### config.mk
export PLATFORM = sky130hd
export DESIGN_NAME = nr_fetch_unit_flat
export DESIGN_NICKNAME = d
export VERILOG_FILES = /design/src/rtl/nr_fetch_pkg.sv /design/src/rtl/nr_fetch_unit_if.sv /design/src/rtl/nr_fetch_fifo.sv /design/src/rtl/nr_fetch_unit.sv /design/src/flat_wrapper.sv
export SDC_FILE = /design/constraint.sdc
export NUM_CORES = 1
export LEC_CHECK = 0
export ABC_AREA = 1
export BUFFER_PORTS_ARGS = -buffer_cell sky130_fd_sc_hd__buf_4
export CAP_MARGIN = 15
export CELL_PAD_IN_SITES_DETAIL_PLACEMENT = 1
export CELL_PAD_IN_SITES_GLOBAL_PLACEMENT = 2
export CORE_ASPECT_RATIO = 2
export CORE_MARGIN = 2
export CORE_UTILIZATION = 35
export DETAILED_ROUTE_END_ITERATION = 7
export PLACE_DENSITY_LB_ADDON = 0.2
export SETUP_SLACK_MARGIN = 0.5
export SYNTH_ARGS = -nofsm -noshare
export SYNTH_HDL_FRONTEND = slang
export SYNTH_HIERARCHICAL = 1
export SYNTH_SLANG_ARGS = --single-unit
export TNS_END_PERCENT = 1
### constraint.sdc
create_clock -name clk -period 4.8 [get_ports clk]
set_clock_uncertainty 0.15 [all_clocks]
set_input_delay 0.72 -clock clk [delete_from_list [all_inputs] [get_ports clk]]
set_output_delay 0.72 -clock clk [all_outputs]
set_load 0.005 [all_outputs]
### src/rtl/nr_fetch_pkg.sv
// Shared definitions for the nanoRisk fetch stage: FSM states and the
// default bus widths also used by the register bank and decoder.
package nr_fetch_pkg;

   localparam int unsigned NR_ADDR_W = 4;
   localparam int unsigned NR_DATA_W = 8;
   localparam int unsigned NR_DEPTH  = 2;

   typedef enum logic [1:0] {
      IDLE  = 2'd0,
      FETCH = 2'd1,
      HOLD  = 2'd2
   } fetch_state_t;

endpackage

### src/rtl/nr_fetch_unit_if.sv
// Fetch-stage bus bundle: instruction memory read port, redirect/halt
// controls and the instruction handshake toward decode.
interface nr_fetch_unit_if #(
   parameter int unsigned ADDR_W = nr_fetch_pkg::NR_ADDR_W,
   parameter int unsigned DATA_W = nr_fetch_pkg::NR_DATA_W
);

   logic              imem_rd;
   logic [ADDR_W-1:0] imem_adr;
   logic [DATA_W-1:0] imem_data;
   logic              redirect;
   logic [ADDR_W-1:0] redirect_adr;
   logic              halt;
   logic              ins_valid;
   logic [DATA_W-1:0] ins_out;
   logic [ADDR_W-1:0] ins_pc;
   logic              ins_ready;

   modport master (
      output imem_rd, imem_adr, ins_valid, ins_out, ins_pc,
      input  imem_data, redirect, redirect_adr, halt, ins_ready
   );

   modport slave (
      input  imem_rd, imem_adr, ins_valid, ins_out, ins_pc,
      output imem_data, redirect, redirect_adr, halt, ins_ready
   );

endinterface

### src/rtl/nr_fetch_fifo.sv
// Prefetch buffer of {pc, data} pairs; flush drops every entry while a
// concurrent pop still sees the old head for that cycle.
module nr_fetch_fifo #(
   parameter  int unsigned ADDR_W = 4,
   parameter  int unsigned DATA_W = 8,
   parameter  int unsigned DEPTH  = 2,
   localparam int unsigned PW     = $clog2(DEPTH),
   localparam int unsigned CW     = PW + 1
) (
   input  logic              clk,
   input  logic              clr,
   input  logic              push_i,
   input  logic [ADDR_W-1:0] push_pc_i,
   input  logic [DATA_W-1:0] push_data_i,
   input  logic              pop_i,
   input  logic              flush_i,
   output logic [CW-1:0]     count_o,
   output logic              valid_o,
   output logic [ADDR_W-1:0] head_pc_o,
   output logic [DATA_W-1:0] head_data_o
);

   logic [ADDR_W-1:0] pc_q   [DEPTH];
   logic [DATA_W-1:0] data_q [DEPTH];
   logic [PW-1:0]     rd_q, rd_d;
   logic [PW-1:0]     wr_q, wr_d;
   logic [CW-1:0]     cnt_q, cnt_d;
   logic              do_push;
   logic              do_pop;

   assign valid_o     = (cnt_q != '0);
   assign do_pop      = pop_i & valid_o;
   assign do_push     = push_i & ~flush_i;
   assign count_o     = cnt_q;
   assign head_pc_o   = pc_q[rd_q];
   assign head_data_o = data_q[rd_q];

   always_comb begin
      rd_d  = rd_q;
      wr_d  = wr_q;
      cnt_d = cnt_q;
      if (flush_i) begin
         rd_d  = '0;
         wr_d  = '0;
         cnt_d = '0;
      end else begin
         if (do_push) wr_d = wr_q + PW'(1);
         if (do_pop)  rd_d = rd_q + PW'(1);
         cnt_d = cnt_q + CW'(do_push) - CW'(do_pop);
      end
   end

   always_ff @(posedge clk or posedge clr) begin
      if (clr) begin
         rd_q  <= '0;
         wr_q  <= '0;
         cnt_q <= '0;
         for (int i = 0; i < int'(DEPTH); i++) begin
            pc_q[i]   <= '0;
            data_q[i] <= '0;
         end
      end else begin
         rd_q  <= rd_d;
         wr_q  <= wr_d;
         cnt_q <= cnt_d;
         if (do_push) begin
            pc_q[wr_q]   <= push_pc_i;
            data_q[wr_q] <= push_data_i;
         end
      end
   end

endmodule

### src/rtl/nr_fetch_unit.sv
// nanoRisk instruction fetch: PC, fetch FSM, single in-flight read tracking
// and issue throttling so the prefetch buffer can never overflow.
module nr_fetch_unit
   import nr_fetch_pkg::*;
#(
   parameter  int unsigned ADDR_W = NR_ADDR_W,
   parameter  int unsigned DATA_W = NR_DATA_W,
   parameter  int unsigned DEPTH  = NR_DEPTH,
   localparam int unsigned CW     = $clog2(DEPTH) + 1,
   localparam int unsigned OW     = CW + 1
) (
   input  logic            clk,
   input  logic            clr,
   nr_fetch_unit_if.master bus
);

   fetch_state_t      state_q, state_d;
   logic [ADDR_W-1:0] pc_q, pc_d;
   logic              infl_q, infl_d;
   logic [ADDR_W-1:0] tag_q, tag_d;
   logic              issue;
   logic              pop;
   logic              push;
   logic              redirect_act;
   logic [CW-1:0]     count;
   logic [OW-1:0]     occ;
   logic              head_valid;
   logic [ADDR_W-1:0] head_pc;
   logic [DATA_W-1:0] head_data;

   assign pop          = head_valid & bus.ins_ready;
   assign redirect_act = bus.redirect & (state_q != IDLE);
   // Slots already claimed next cycle: buffered entries plus the returning read, less this pop
   assign occ          = OW'(count) + OW'(infl_q) - OW'(pop);
   // A redirected read's data arrives in the redirect cycle and is dropped there
   assign push         = infl_q & ~redirect_act;

   always_comb begin
      state_d = state_q;
      pc_d    = pc_q;
      infl_d  = 1'b0;
      tag_d   = tag_q;
      issue   = 1'b0;

      unique case (state_q)
         IDLE:    state_d = FETCH;
         FETCH:   if (bus.halt)  state_d = HOLD;
         HOLD:    if (!bus.halt) state_d = FETCH;
         default: state_d = IDLE;
      endcase

      issue = (state_q == FETCH) & ~bus.halt & ~bus.redirect & (occ < OW'(DEPTH));

      if (issue) begin
         pc_d   = pc_q + ADDR_W'(1);
         infl_d = 1'b1;
         tag_d  = pc_q;
      end
      if (redirect_act) pc_d = bus.redirect_adr;
   end

   always_ff @(posedge clk or posedge clr) begin
      if (clr) begin
         state_q <= IDLE;
         pc_q    <= '0;
         infl_q  <= 1'b0;
         tag_q   <= '0;
      end else begin
         state_q <= state_d;
         pc_q    <= pc_d;
         infl_q  <= infl_d;
         tag_q   <= tag_d;
      end
   end

   nr_fetch_fifo #(
      .ADDR_W (ADDR_W),
      .DATA_W (DATA_W),
      .DEPTH  (DEPTH)
   ) u_fifo (
      .clk         (clk),
      .clr         (clr),
      .push_i      (push),
      .push_pc_i   (tag_q),
      .push_data_i (bus.imem_data),
      .pop_i       (pop),
      .flush_i     (redirect_act),
      .count_o     (count),
      .valid_o     (head_valid),
      .head_pc_o   (head_pc),
      .head_data_o (head_data)
   );

   assign bus.imem_rd   = issue;
   assign bus.imem_adr  = pc_q;
   assign bus.ins_valid = head_valid;
   assign bus.ins_pc    = head_pc;
   assign bus.ins_out   = head_data;

endmodule

### src/flat_wrapper.sv
// flat-port wrapper written by rule: the top's interface ports become plain ports
module nr_fetch_unit_flat import nr_fetch_pkg::*;
#(
   parameter  int unsigned ADDR_W = NR_ADDR_W,
   parameter  int unsigned DATA_W = NR_DATA_W,
   parameter  int unsigned DEPTH  = NR_DEPTH,
   localparam int unsigned CW     = $clog2(DEPTH) + 1,
   localparam int unsigned OW     = CW + 1
)
  (clk, clr, bus_imem_rd, bus_imem_adr, bus_ins_valid, bus_ins_out, bus_ins_pc, bus_imem_data, bus_redirect, bus_redirect_adr, bus_halt, bus_ins_ready);
  nr_fetch_unit_if #(.ADDR_W(ADDR_W), .DATA_W(DATA_W)) bus_i ();
  input  logic clk;
  input  logic clr;
  output wire logic [$bits(bus_i.imem_rd)-1:0] bus_imem_rd;
  output wire logic [$bits(bus_i.imem_adr)-1:0] bus_imem_adr;
  output wire logic [$bits(bus_i.ins_valid)-1:0] bus_ins_valid;
  output wire logic [$bits(bus_i.ins_out)-1:0] bus_ins_out;
  output wire logic [$bits(bus_i.ins_pc)-1:0] bus_ins_pc;
  input wire logic [$bits(bus_i.imem_data)-1:0] bus_imem_data;
  input wire logic [$bits(bus_i.redirect)-1:0] bus_redirect;
  input wire logic [$bits(bus_i.redirect_adr)-1:0] bus_redirect_adr;
  input wire logic [$bits(bus_i.halt)-1:0] bus_halt;
  input wire logic [$bits(bus_i.ins_ready)-1:0] bus_ins_ready;
  assign bus_imem_rd = bus_i.imem_rd;
  assign bus_imem_adr = bus_i.imem_adr;
  assign bus_ins_valid = bus_i.ins_valid;
  assign bus_ins_out = bus_i.ins_out;
  assign bus_ins_pc = bus_i.ins_pc;
  assign bus_i.imem_data = bus_imem_data;
  assign bus_i.redirect = bus_redirect;
  assign bus_i.redirect_adr = bus_redirect_adr;
  assign bus_i.halt = bus_halt;
  assign bus_i.ins_ready = bus_ins_ready;
  nr_fetch_unit #(.ADDR_W(ADDR_W), .DATA_W(DATA_W), .DEPTH(DEPTH)) u_core (.clk(clk), .clr(clr), .bus(bus_i));
endmodule
After elaboration in Yosys (flattened, before gate mapping) --
Cells that the tools add are included.
Cells by class: add/sub/neg operators 7, magnitude comparators 4, eq/ne operators 4, multiplexer cells 23, bitwise gates (word level) 13, reductions and logical operators 8
Operators with widths (count):
- 8-bit 2-to-1 mux | 4
- 4-bit 2-to-1 mux | 6
- 16-bit bitwise mux | 1
- 2-bit nonzero test | 5
- 1-bit AND | 8
- 8-bit bitwise mux | 1
- 8-bit demux with 1-bit select | 1
- 2-bit 2-to-1 mux | 3
- 2-bit one-hot mux with 3 select lines | 1
- 1-bit 2-to-1 mux | 5
- 4-bit by 1-bit adder with 4-bit output (second input constant) | 1
- 4-bit demux with 1-bit select | 1
- 2-bit greater-or-equal comparator (second input constant) | 2
- 2-bit inequality test (second input constant) | 2
- 1-bit inverter with 2-bit output | 2
- 2-bit by 1-bit adder with 3-bit output | 1
- 3-bit by 2-bit < comparator with 1-bit output (second input constant) | 1
- 1-bit inverter | 3
- 3-bit by 1-bit subtractor with 3-bit output | 1
- 1-bit adder (second input constant) | 2
- 2-bit by 1-bit adder with 2-bit output | 1
- 2-bit by 1-bit == test with 1-bit output (second input constant) | 1
- 2-bit == test (second input constant) | 1
- 2-bit zero test | 1
- 4 further kinds | 4
Word-level totals: bits in registers 39, bits of input ports 17, output and inout port bits 18, logic and storage cells 70

Longest topological paths before layout --
word-level depth 8, depth in mapped cells 14, depth with buffers taken out 14

Hierarchy --
Netlist, hierarchy kept.
By module, submodules not included:
- nr_fetch_fifo | times used 1, cells an instance 159, area an instance 1398.8 µm², sequential area each 700.7 µm²
- nr_fetch_unit | times used 1, cells an instance 81, area an instance 635.6 µm², sequential area each 275.3 µm²

Worst setup path after synthesis --
OpenSTA, ideal clock, no wires.
kind input -> output, start input bus_ins_ready, end output bus_imem_rd, arrival time 2.192 ns, data required time 3.930 ns, slack 1.738 ns, stages on the path 9, buffers on the path 0, cells stage by stage nand2_1 inv_1 ha_1 or2_2 fa_1 inv_1 nor2_1 nand3_2 inv_1
On the way: longest elaborated chain between the ends 4
RTL lines:
- start, declared | RTL line flat_wrapper.sv:23 | input wire logic [$bits(bus_i.ins_ready)-1:0] bus_ins_ready;
- 1-bit AND | RTL line nr_fetch_unit.sv:31 | assign pop = head_valid & bus.ins_ready;
- net u_core.pop | RTL line nr_fetch_unit.sv:22 | logic pop;
- 3-bit by 1-bit subtractor with 3-bit output | RTL line nr_fetch_unit.sv:34 | assign occ = OW'(count) + OW'(infl_q) - OW'(pop);
- 3-bit by 2-bit < comparator with 1-bit output | RTL line nr_fetch_unit.sv:52 | issue = (state_q == FETCH) & ~bus.halt & ~bus.redirect & (occ < OW'(DEPTH));
- 1-bit AND | RTL line nr_fetch_unit.sv:52
- end, declared | RTL line flat_wrapper.sv:14 | output wire logic [$bits(bus_i.imem_rd)-1:0] bus_imem_rd;
The timed path passes the listed nets, and every way through them passes these cells.

Worst setup path in the final report --
start register u_core.u_fifo.cnt_q[1] (netlist: u_core/u_fifo/count_o[1]), end output bus_imem_rd
On the way: longest elaborated chain between the ends 5, elaborated cells between the ends (all ways) 6, classes of those cells add/sub (2); order compare (1); bitwise (2); reduce/logical (1)
RTL lines:
- start, declared | RTL line nr_fetch_fifo.sv:27 | logic [CW-1:0] cnt_q, cnt_d;
- start signal, assigned | RTL line nr_fetch_fifo.sv:65 | cnt_q <= cnt_d;
- 2-bit nonzero test | RTL line nr_fetch_fifo.sv:31 | assign valid_o = (cnt_q != '0);
- 1-bit AND | RTL line nr_fetch_unit.sv:31
- net u_core.pop | RTL line nr_fetch_unit.sv:22
- 3-bit by 1-bit subtractor with 3-bit output | RTL line nr_fetch_unit.sv:34
- 3-bit by 2-bit < comparator with 1-bit output | RTL line nr_fetch_unit.sv:52
- 1-bit AND | RTL line nr_fetch_unit.sv:52
The timed path passes the listed nets, and every way through them passes these cells.

==> results.toml <==
[clocking]
worst_skew_pair_later_pin_latency_ps = 280
post_cts.resized_instances = 0
numCtsBuffers = 5
tritoncts = "built"
cts_hold_buf = 0
cts_root_cell = "sky130_fd_sc_hd__clkbuf_16"
clock_h_tree_levels = 2
clk_pin_slew_worst_paths_ps = 60
cts.path.max_buffers = 2
post_cts_buffers = 0
clock_sink_total = 39

[power]
ir_drop_mv = 0.315
p_leak_nw = 1.37
pwr_density_cell_nw_per_um2 = 564

[detailed_routing]
drt-initial-drc-count = 63
wire_per_inst_um = 13.5
detail_route.drc_violations = 0
detailed_route_via_count = 1638
wl_um = 4560
detailed_route_vias_per_instance = 4.86
drt_pass1_iterations = 4
ant_nets = 0

[timing]
finalCritPeriodShare_pct = 78.0
report.final.hold_viol_count = 0
final-max-slew-violation-count = 0
final-setup-viol-count = 0
final.setup.worst_slack_ps = 1060
hold_ws_ps = 222
max_freq_ghz = 0.267
rsz0062_at_grt = "no"
maxSlewHeadroom_pct = 66.3
setup_total_neg_slack_ps = 0
finalWorstPathRequiredPeriod_ps = 3740
worst_pin_slew_ps = 505

[finish]
post-route-util_pct = 44.2
n_antenna_cell = 0
final_design_area_no_fill_um2 = 2500
final_layout_size_suffix_gt1_share_pct = 28.6
multi_input_comb_area_um2 = 868
final-seq-area_um2 = 976
syn2layout_area_growth_pct = 22.9
nNetsFinal = 297
fillCellCount = 701

[logic_synthesis]
synth_flop_cell = "sky130_fd_sc_hd__dfrtp_1"
ys_async_sr_fraction_pct = 100
synth_area_um2 = 2030
synth.cells.most_frequent = "sky130_fd_sc_hd__nand2_1 (102), sky130_fd_sc_hd__dfrtp_1 (39), sky130_fd_sc_hd__inv_1 (31), sky130_fd_sc_hd__o21ai_2 (26), sky130_fd_sc_hd__nand3_1 (9)"
postSynthAreaPerCell_um2 = 8.48
synth_enable_flop_cells = 0
synth_fa_ha_area_share_pct = 3.44
syn_inst = 240
synth_area_in_compound_gates_pct = 13.1
yosys.cell_count.top_type = "sky130_fd_sc_hd__nand2_1"
yosys_warnings = 6
synth_area_leaders = "sky130_fd_sc_hd__dfrtp_1 (48%), sky130_fd_sc_hd__nand2_1 (19%), sky130_fd_sc_hd__o21ai_2 (11%), sky130_fd_sc_hd__inv_1 (5.7%), sky130_fd_sc_hd__buf_6 (2.8%)"
synth_xor_area_share_pct = 0
ys_types = 22
synth_top_area_share_pct = 48.0
synth_area_leader_cell = "sky130_fd_sc_hd__dfrtp_1"
ys_seq_area_share_pct = 48.0
synth-seq-cells = 39
synth_fp_nets = 262
largest_family_of_logic_cells_by_synthesized_area = "simple AND/OR/NAND/NOR gates"
post_synth_and_or_nand_nor_area_fraction_pct = 26.1
synth.mux.area_fraction_pct = 0

[placement]
place_congestion = 0.681
place.detailed.hpwl_um = 3310
pre_cts_ws_ps = 1170
placement.cell_area_um2 = 2300
portbufs = 34

[floorplan]
die_x_um = 57.9
die_h_um = 112
core_um2 = 5660
floorplan.die_area_um2 = 6480
initial_core_util_pct = 35.9
floorplan.rows = 39
top_level_ports = 35

[critical_path]
worst_setup_path_end_kind = "primary output"
startpoint_type = "register"
arrival_ps = 2870
cp_data_required_time_ps = 3930
worstSetupPathType = "reg2out"
worstPathMaxFanout = 12

[global_route]
groute.usage.overall_pct = 16.1
first_global_vias = 1703
globalRoute.totalOverflow = 0
grt_antenna_before_repair = 0
first_pass_grt_wire_length_um = 8000
grt_max_degree = 29

[run_status]
outcome = "finished clean"

[job]
drv_cap = 0

[hold_path]
holdCritPathClass = "in2async"
-- report_power, final --
part	switching (mW)	leakage, nW	total [mW]	internal [mW]
Sequential	0.0923	0.506	0.543	0.450
Clock	0.131	0.0868	0.390	0.258
Combinational	0.245	0.777	0.478	0.233
-- registers in the layout (all words and copies together) (netlist names) --
| name | cells |
|---|---|
| u_core/u_fifo/data_q | 16 |
| u_core/u_fifo/pc_q | 8 |
| u_core/bus.imem_adr | 4 |
| u_core/tag_q | 4 |
| u_core/state_q | 2 |
| u_core/u_fifo/count_o | 2 |
| u_core/infl_q | 1 |
| u_core/u_fifo/rd_q | 1 |
| u_core/u_fifo/wr_q | 1 |
-- final cells by class --
class                      count  share of cell area, %
clock buffer                   6                   5.55
clock inverter                 2                   1.40
inverter                      33                   4.95
multi-input combinational    161                   34.7
sequential                    39                   39.0
tap                           61                   3.05
timing repair buffer          35                   11.3
-- kinds of logic after synthesis --
group,count (synthesis)
adder cells (fa/ha/maj),5
AND/OR/NAND/NOR,125
AO/OA/AOI/OAI,31
flip-flops,39
buffers and inverters,40
-- critical path: stages (launching register included) --
cell	delay, ps
sky130_fd_sc_hd__dfrtp_1	440
sky130_fd_sc_hd__inv_1	100
sky130_fd_sc_hd__nand2_1	100
sky130_fd_sc_hd__nand2_1	80
sky130_fd_sc_hd__inv_1	60
sky130_fd_sc_hd__ha_1	280
sky130_fd_sc_hd__or2_2	300
sky130_fd_sc_hd__fa_1	490
sky130_fd_sc_hd__inv_1	50
sky130_fd_sc_hd__nor2_1	110
sky130_fd_sc_hd__nand3_2	250
sky130_fd_sc_hd__inv_1	200
sky130_fd_sc_hd__buf_4	130
-- metal layers --
metal  up-vias  track usage, %  part of all wire, %  wire length [um]
met5         -               0                    0                 0
met4         0            6.98                  2.2               102
met3         7            3.37                  3.6               164
met2        27            29.5                   57              2580
met1       796            17.0                   37              1710
li1        808               -                    -                 -
-- placed cells by master, fill, tap and decap left out --
cell	n
sky130_fd_sc_hd__nand2_1	102
sky130_fd_sc_hd__dfrtp_1	39
sky130_fd_sc_hd__buf_4	34
sky130_fd_sc_hd__inv_1	31
sky130_fd_sc_hd__o21ai_2	26
sky130_fd_sc_hd__nand3_1	9
sky130_fd_sc_hd__clkbuf_16	5
sky130_fd_sc_hd__nor2_1	5
sky130_fd_sc_hd__ha_1	4
sky130_fd_sc_hd__a21oi_1	2
sky130_fd_sc_hd__inv_2	2
sky130_fd_sc_hd__or2_2	2
sky130_fd_sc_hd__nand4_1	2
sky130_fd_sc_hd__bufinv_16	1
sky130_fd_sc_hd__clkinv_2	1
sky130_fd_sc_hd__clkbuf_8	1
sky130_fd_sc_hd__o21ai_0	1
sky130_fd_sc_hd__nor2_2	1
sky130_fd_sc_hd__nand3_2	1
sky130_fd_sc_hd__o21ai_4	1
sky130_fd_sc_hd__a21boi_0	1
sky130_fd_sc_hd__nand2_2	1
sky130_fd_sc_hd__fa_1	1
sky130_fd_sc_hd__nand3_4	1
sky130_fd_sc_hd__nand3b_4	1
sky130_fd_sc_hd__buf_16	1
-- path summary, 6_finish.rpt --
path                                     startpoint                       end  slack [ps]  cells past startpoint
min in group clk            u_core/u_fifo/data_q[7]   u_core/u_fifo/data_q[7]         330                      2
setup / recovery           u_core/u_fifo/count_o[1]               bus_imem_rd        1060                     12
hold reg to reg             u_core/u_fifo/data_q[7]   u_core/u_fifo/data_q[7]         330                      2
max in group asynchronous                       clr  u_core/u_fifo/data_q[14]        3870                      3
setup reg to reg           u_core/u_fifo/count_o[1]    u_core/bus.imem_adr[1]        1930                     13
hold / removal                                  clr     u_core/u_fifo/pc_q[4]         220                      2
-- metrics by stage --
step / total power, mW / instances
after floorplan: 0.840 / 240
after global placement: 1.02 / 328
after detailed placement: 1.04 / 328
after CTS: 1.43 / 336
after global routing: 1.52 / 337
final: 1.41 / 337
Power figures use the tool's default switching activity.
